File: src/rtl/mem_port_arbiter.sv
// Shares one address/data-phase memory bus port between instruction fetch and data access.
// Data requests normally win; a starvation counter forces a fetch grant after STARVE_LIMIT data grants.
module mem_port_arbiter #(
  parameter int ADDR_W       = 32,
  parameter int DATA_W       = 32,
  parameter int STARVE_LIMIT = 4
) (
  input  logic              clk,
  input  logic              rst,
  input  logic              inst_req,
  input  logic [ADDR_W-1:0] inst_addr,
  output logic              inst_addr_ok,
  output logic              inst_data_ok,
  output logic [DATA_W-1:0] inst_rdata,
  input  logic              data_req,
  input  logic              data_wr,
  input  logic [1:0]        data_size,
  input  logic [ADDR_W-1:0] data_addr,
  input  logic [DATA_W-1:0] data_wdata,
  output logic              data_addr_ok,
  output logic              data_data_ok,
  output logic [DATA_W-1:0] data_rdata,
  input  logic              flush,
  output logic              bus_req,
  output logic              bus_wr,
  output logic [1:0]        bus_size,
  output logic [ADDR_W-1:0] bus_addr,
  output logic [DATA_W-1:0] bus_wdata,
  input  logic              bus_addr_ok,
  input  logic              bus_data_ok,
  input  logic [DATA_W-1:0] bus_rdata,
  output logic              if_stall_o,
  output logic              mem_stall_o
);

  typedef enum logic [1:0] {IDLE, ADDR, DATA} state_e;

  localparam logic [3:0] LIMIT = 4'(STARVE_LIMIT);

  state_e              state_q, state_d;
  logic                own_q, own_d;
  logic                drop_q, drop_d;
  logic [3:0]          starve_cnt_q, starve_cnt_d;
  logic                bus_req_q, bus_req_d;
  logic                bus_wr_q, bus_wr_d;
  logic [1:0]          bus_size_q, bus_size_d;
  logic [ADDR_W-1:0]   bus_addr_q, bus_addr_d;
  logic [DATA_W-1:0]   bus_wdata_q, bus_wdata_d;

  logic grant_data, grant_inst, drop_now;

  // Priority data grant is skipped once the fetch has waited out the limit.
  always_comb begin
    grant_data = data_req && (starve_cnt_q != LIMIT);
    grant_inst = !grant_data && inst_req && !flush;
    if (!grant_data && !grant_inst && data_req)
      grant_data = 1'b1;
  end

  always_comb begin
    state_d      = state_q;
    own_d        = own_q;
    drop_d       = drop_q;
    starve_cnt_d = starve_cnt_q;
    bus_req_d    = bus_req_q;
    bus_wr_d     = bus_wr_q;
    bus_size_d   = bus_size_q;
    bus_addr_d   = bus_addr_q;
    bus_wdata_d  = bus_wdata_q;
    case (state_q)
      IDLE: begin
        if (grant_data) begin
          state_d     = ADDR;
          own_d       = 1'b1;
          bus_req_d   = 1'b1;
          bus_wr_d    = data_wr;
          bus_size_d  = data_size;
          bus_addr_d  = data_addr;
          bus_wdata_d = data_wdata;
          if (!inst_req)
            starve_cnt_d = 4'd0;
          else if (starve_cnt_q != LIMIT)
            starve_cnt_d = starve_cnt_q + 4'd1;
        end else if (grant_inst) begin
          state_d      = ADDR;
          own_d        = 1'b0;
          bus_req_d    = 1'b1;
          bus_wr_d     = 1'b0;
          bus_size_d   = 2'd2;
          bus_addr_d   = inst_addr;
          bus_wdata_d  = '0;
          starve_cnt_d = 4'd0;
        end
      end
      ADDR: begin
        if (bus_addr_ok) begin
          bus_req_d = 1'b0;
          state_d   = DATA;
        end
      end
      DATA: begin
        if (bus_data_ok)
          state_d = IDLE;
      end
      default: state_d = IDLE;
    endcase
    // A cancelled fetch still finishes on the bus; only its handshakes are hidden.
    if (state_q != IDLE && !own_q && flush)
      drop_d = 1'b1;
    if (state_q == DATA && bus_data_ok)
      drop_d = 1'b0;
  end

  always_ff @(posedge clk or negedge rst) begin
    if (!rst) begin
      state_q      <= IDLE;
      own_q        <= 1'b0;
      drop_q       <= 1'b0;
      starve_cnt_q <= 4'd0;
      bus_req_q    <= 1'b0;
      bus_wr_q     <= 1'b0;
      bus_size_q   <= 2'd0;
      bus_addr_q   <= '0;
      bus_wdata_q  <= '0;
    end else begin
      state_q      <= state_d;
      own_q        <= own_d;
      drop_q       <= drop_d;
      starve_cnt_q <= starve_cnt_d;
      bus_req_q    <= bus_req_d;
      bus_wr_q     <= bus_wr_d;
      bus_size_q   <= bus_size_d;
      bus_addr_q   <= bus_addr_d;
      bus_wdata_q  <= bus_wdata_d;
    end
  end

  assign drop_now     = drop_q || (state_q != IDLE && !own_q && flush);
  assign inst_addr_ok = (state_q == ADDR) && bus_addr_ok && !own_q && !drop_now;
  assign data_addr_ok = (state_q == ADDR) && bus_addr_ok && own_q;
  assign inst_data_ok = (state_q == DATA) && bus_data_ok && !own_q && !drop_now;
  assign data_data_ok = (state_q == DATA) && bus_data_ok && own_q;
  assign inst_rdata   = bus_rdata;
  assign data_rdata   = bus_rdata;

  assign bus_req   = bus_req_q;
  assign bus_wr    = bus_wr_q;
  assign bus_size  = bus_size_q;
  assign bus_addr  = bus_addr_q;
  assign bus_wdata = bus_wdata_q;

  assign if_stall_o  = inst_req && !inst_data_ok && !flush;
  assign mem_stall_o = data_req && !data_data_ok;

endmodule
File: config.mk
export PLATFORM = sky130hd
export DESIGN_NAME = mem_port_arbiter
export DESIGN_NICKNAME = d
export VERILOG_FILES = /design/src/rtl/mem_port_arbiter.sv
export SDC_FILE = /design/constraint.sdc
export NUM_CORES = 1
export LEC_CHECK = 0
export CAP_MARGIN = 20
export CORE_AREA = 2 2 108 110
export CTS_CLUSTER_SIZE = 8
export DETAILED_ROUTE_END_ITERATION = 8
export DIE_AREA = 0 0 110 112
export GPL_TIMING_DRIVEN = 0
export PLACE_DENSITY = 0.82
export SYNTH_ARGS = -nofsm -noshare
export SYNTH_HDL_FRONTEND = slang
export SYNTH_SLANG_ARGS = --single-unit
File: constraint.sdc
create_clock -name clk -period 2.65 [get_ports clk]
set_input_delay 0.6625 -clock clk [delete_from_list [all_inputs] [get_ports clk]]
set_output_delay 0.6625 -clock clk [all_outputs]
set_load 0.05 [all_outputs]
== After elaboration in Yosys (flattened, before gate mapping) ==
Index checks and enable logic that the tools add are counted.
Operators by class
  $add $sub $neg: 1
  multiply operators: 0
  div/mod/pow operators: 0
  order comparisons: 0
  equal/unequal tests: 7
  shift-type cells: 0
  multiplexer cells: 25
  bitwise gates (word level): 0
  reduce and logical (&&, ||, !) cells: 35
Operator list (count)
  2-to-1 mux 32 bit: 4
  logical AND 1 bit: 18
  2-to-1 mux 4 bit: 4
  2-to-1 mux 2 bit: 6
  2-to-1 mux 1 bit: 9
  AND reduction 3 bit: 3
  nonzero test 2 bit: 4
  logical NOT 1 bit: 7
  case mux 2 bit (3 select lines): 1
  adder 4 x 1 -> 4 bit, second input constant: 1
  inequality test 2 bit, second input constant: 2
  inequality test 4 x 3 -> 1 bit, second input constant: 1
  inequality test 3 x 2 -> 1 bit, second input constant: 1
  inequality test 3 bit, second input constant: 1
  equality test 2 x 1 -> 1 bit, second input constant: 1
  equality test 2 bit, second input constant: 1
  logical NOT 2 bit: 1
  case mux 1 bit (2 select lines): 1
  AND reduction 2 bit: 1
  logical OR 1 bit: 1
Word-level totals
  register bits after elaboration: 76
  bits in latches: 0
  bits in writable memories: 0
  bits in read-only memories: 0
  input bits: 138
  output and inout bits: 138
  logic and storage cells: 77
  memories: 0

== Logic depth before layout (Yosys ltp) ==
  word-level depth: 11
  mapped depth: 8
  gate-level depth less buffers: 6

== Least setup slack after synthesis ==
OpenSTA, ideal clock, no wires.
  path kind: in2out
  start point: in flush
  end point: out if_stall_o
  data arrival time: 2.756 ns
  data required time: 1.987 ns
  setup slack: -0.769 ns
  cell stages on the path: 3
  path buffers: 0
  cells stage by stage: or3_1 nor3_1 nor2_1
Between the ends
  longest elaborated chain between the ends: 7
  elaborated cells on any way between the ends: 8
  those cells by class: 8 x reduce/logical
Ends and longest elaborated chain
  from (decl): RTL line 23  | input logic flush,
  logical AND 1 bit: RTL line 138  | assign drop_now = drop_q || (state_q != IDLE && !own_q && flush);
  logical OR 1 bit: RTL line 138
  logical NOT 1 bit: RTL line 141  | assign inst_data_ok = (state_q == DATA) && bus_data_ok && !own_q && !drop_now;
  logical AND 1 bit: RTL line 141
  via inst_data_ok: RTL line 13  | output logic inst_data_ok,
  logical NOT 1 bit: RTL line 152  | assign if_stall_o = inst_req && !inst_data_ok && !flush;
  logical AND 1 bit (2 in series): RTL line 152
  to (decl): RTL line 32  | output logic if_stall_o,
The timed path passes the listed nets, and every way through them passes these cells.

== Final worst setup path ==
  start point: in data_req
  end point: out mem_stall_o
Between the ends
  longest elaborated chain between the ends: 1
Ends and longest elaborated chain
  from (decl): RTL line 15  | input logic data_req,
  logical AND 1 bit: RTL line 153  | assign mem_stall_o = data_req && !data_data_ok;
  to (decl): RTL line 33  | output logic mem_stall_o
Every way passes these cells.

==> results.py <==
metrics = {
    "run_status": {
        "outcome": "finished clean",
    },
    "clock_tree": {
        "cts_tree": "yes",
        "cts_num_sinks": 76,
        "clkLatencyLatePin_ps": 330,
        "cts_setup_buffers": 0,
        "cts_hold_buf": 0,
        "cts-buffers-inserted": 9,
        "h-tree-depth": 3,
        "cts_buffer_depth": 2,
        "clk_pin_slew_ps": 70,
        "cts_root_buf": "clkbuf_16",
    },
    "die": {
        "core_um2": 11200,
        "die-area_um2": 12300,
        "io_pins": 276,
        "initial_core_util_pct": 34.1,
        "die_w_um": 110,
        "rows": 39,
        "die_h_um": 112,
    },
    "yosys": {
        "synth.net_count": 550,
        "avgSynthCellArea_um2": 9.29,
        "synth_cells": 410,
        "synth_seq_cells": 76,
        "syn-cell-area_um2": 3810,
        "yosys_warnings": 0,
        "seq_area_frac_synth_pct": 50.0,
        "ys_types": 25,
    },
    "power_and_ir_drop": {
        "pwr-share-comb_pct": 57.2,
        "ir_drop_mv": 0.620,
        "clkPwrFrac_pct": 17.0,
        "switchingPower_uw": 3820,
        "power_density_nw_per_um2": 1160,
        "sequentialPowerShare_pct": 25.8,
        "swShare_pct": 48.8,
        "p_int_uw": 4020,
        "p_leak_uw": 0.00300,
    },
    "place": {
        "place_ws_ps": -611,
        "hpwl_um": 9550,
        "place.gp.congestion": 0.818,
        "place_inst": 797,
        "port_buffers": 243,
    },
    "detailed_routing": {
        "ant_nets": 0,
        "drt-pass1-iter-count": 4,
        "wirelength_um": 11900,
        "vias": 3749,
        "route.detailed.wl_per_inst_um": 14.6,
        "drt-initial-drc-count": 153,
        "vias_per_cell": 4.61,
        "drcViolationCount": 0,
    },
    "timing": {
        "fin_ws_ps": 123,
        "worst_pin_slew_ps": 554,
        "setup_violations": 0,
        "grt_setup_unrepaired": "false",
        "period_share_pct": 95.4,
        "slew_headroom_pct": 63.0,
        "clock_skew_ps": 9.78,
        "slew_viol_final": 0,
        "fmax_mhz": 396,
        "min_period_ps": 2530,
        "hold_violations": 0,
    },
    "final_layout": {
        "drive_above_1_share_pct": 16.1,
        "final_cells": 813,
        "syn2layout_area_growth_pct": 77.7,
        "final_common_cell": "clkdlybuf4s50_1",
        "antennaDiodeCount": 0,
        "layout.nets": 805,
        "layout_common_cells": "clkdlybuf4s50_1 (235), dfrtp_1 (76), nand2_1 (75)",
    },
    "setup_path": {
        "max_stage_delay_ps": 560,
        "end_kind": "output port",
        "rr_startpoint": "starve_cnt_q[0]",
        "cp.arrival_ps": 1860,
        "worst-path-max-fanout": 5,
        "r2r_slack_ps": 610,
        "slowest_stage": "clkdlybuf4s50_1",
        "cp_cell_sequence": "clkdlybuf4s50_1, inv_1, nor2_1, clkdlybuf4s15_2",
        "crit_end": "mem_stall_o",
        "crit_family": "buffers and inverters",
        "critPathBufInv": 3,
        "worstSetupStartpointType": "primary input",
        "crit_required_ps": 1990,
        "worstSetupPathType": "in2out",
        "r2r_end": "bus_addr[22]",
        "ff2ff_path_depth": 8,
        "cp.depth": 4,
        "crit_path_start": "data_req",
    },
    "global_routing": {
        "antenna_found_initial": 0,
        "grt_max_degree": 45,
        "grt_usage_pct": 19.0,
        "grt_overflow": 0,
        "grt_pass1_vias": 3872,
        "grt_pass1_wl_um": 18300,
    },
    "worst_hold_path": {
        "hold_path.class": "in2async",
    },
    "job": {
        "maxCapViolCount": 0,
    },
}
[registers in the layout, summed over array words and instances, names as in the netlist]
signal and flops:
bus_req 1, own_q 1, bus_size 2, bus_wdata 32, bus_wr 1, state_q 2
drop_q 1, bus_addr 32, starve_cnt_q 4
[per-layer routing]
layer | vias up | GRT usage (%) | share of wire (%)
li1 | 1798 | - | -
met1 | 1746 | 21.1 | 36
met2 | 195 | 34.0 | 51
met3 | 10 | 6.79 | 12
met4 | 0 | 4.73 | 0.69
met5 | - | 0 | 0
[per-stage QoR]
stage	power [uW]	hold WS [ps]	area [um2]	setup TNS, ps	util (%)
final	7840	264	6770	0	60.6
after global routing	8260	295	6770	0	60.6
after CTS	7910	275	6770	-2.45	60.6
after detailed placement	6550	468	6450	-2540	57.8
after global placement	6450	456	6430	-128390	57.5
after floorplan	4890	367	3820	-208	-
[what timing repair did]
action	CTS	global route
endpoints found under the setup margin	6	5
resized for setup	23	5
pin swaps	1	0
gates cloned	0	0
endpoints found under the hold margin	0	0
[worst min path at each step]
stage | from | endpoint | cells after the start
floorplan | rst | bus_addr[0] | 0
global placement | bus_size[1] | bus_size[1] | 2
detailed placement | bus_req | bus_req | 2
CTS | rst | bus_wdata[28] | 1
global route | rst | bus_wdata[28] | 1
finish | rst | bus_wdata[28] | 1
[kinds of logic (layout without fill, tap and decap cells)]
| logic type | Yosys count | count (layout) | synth area share (%) |
|---|---|---|---|
| fa+ha+maj | 2 | 2 | 0.657 |
| mux | 32 | 32 | 8.41 |
| buf+inv | 93 | 353 | 16.5 |
| flops | 76 | 76 | 50.0 |
| simple gates | 122 | 122 | 12.6 |
| compound gates | 85 | 85 | 11.8 |
[synth_stat cells]
cell / count / area, um2
nand4_1: 1 / 6.26
and3_1: 1 / 6.26
buf_4: 66 / 495
nor2_1: 37 / 139
inv_1: 7 / 26.3
or3_1: 1 / 6.26
nand3_1: 2 / 10.0
nand2_1: 75 / 282
nand2b_1: 1 / 6.26
buf_8: 1 / 15.0
nor3_1: 2 / 10.0
buf_6: 1 / 11.3
o21ai_0: 43 / 215
a21oi_1: 36 / 180
o21ai_2: 1 / 8.76
a311o_1: 1 / 10.0
clkbuf_1: 7 / 26.3
mux2i_1: 32 / 320
a211oi_2: 1 / 12.5
nand3b_1: 2 / 15.0
o31ai_1: 2 / 15.0
dfrtp_1: 76 / 1900
ha_1: 2 / 25.0
a211o_1: 1 / 8.76
buf_2: 11 / 55.1
[power groups by stage]
| stage | logic, uW | registers (uW) | clock network [uW] |
|---|---|---|---|
| after global placement | 4440 | 2010 | 0 |
| after floorplan | 1150 | 3740 | 0 |
| final | 4480 | 2020 | 1340 |
| after detailed placement | 4510 | 2040 | 0 |
| after CTS | 4520 | 2030 | 1360 |
| after global routing | 4750 | 2090 | 1410 |
[worst reg2reg max path, stage by stage (launching register included)]
cell and delay, ps:
dfrtp_1 420, inv_1 80, ha_1 150, nand3b_1 170
o21ai_2 360, buf_6 240, buf_8 170, mux2i_1 240
a21oi_1 90
[layout make-up]
cell class	instances	area [um2]
timing repair buffer	244	2440
multi-input combinational	241	1290
clock buffer	9	225
inverter	7	26.3
sequential	76	1900
tap	143	179
buffer	86	603
fill	943	4410
clock inverter	7	98.8
Power figures use the tool's default switching activity.
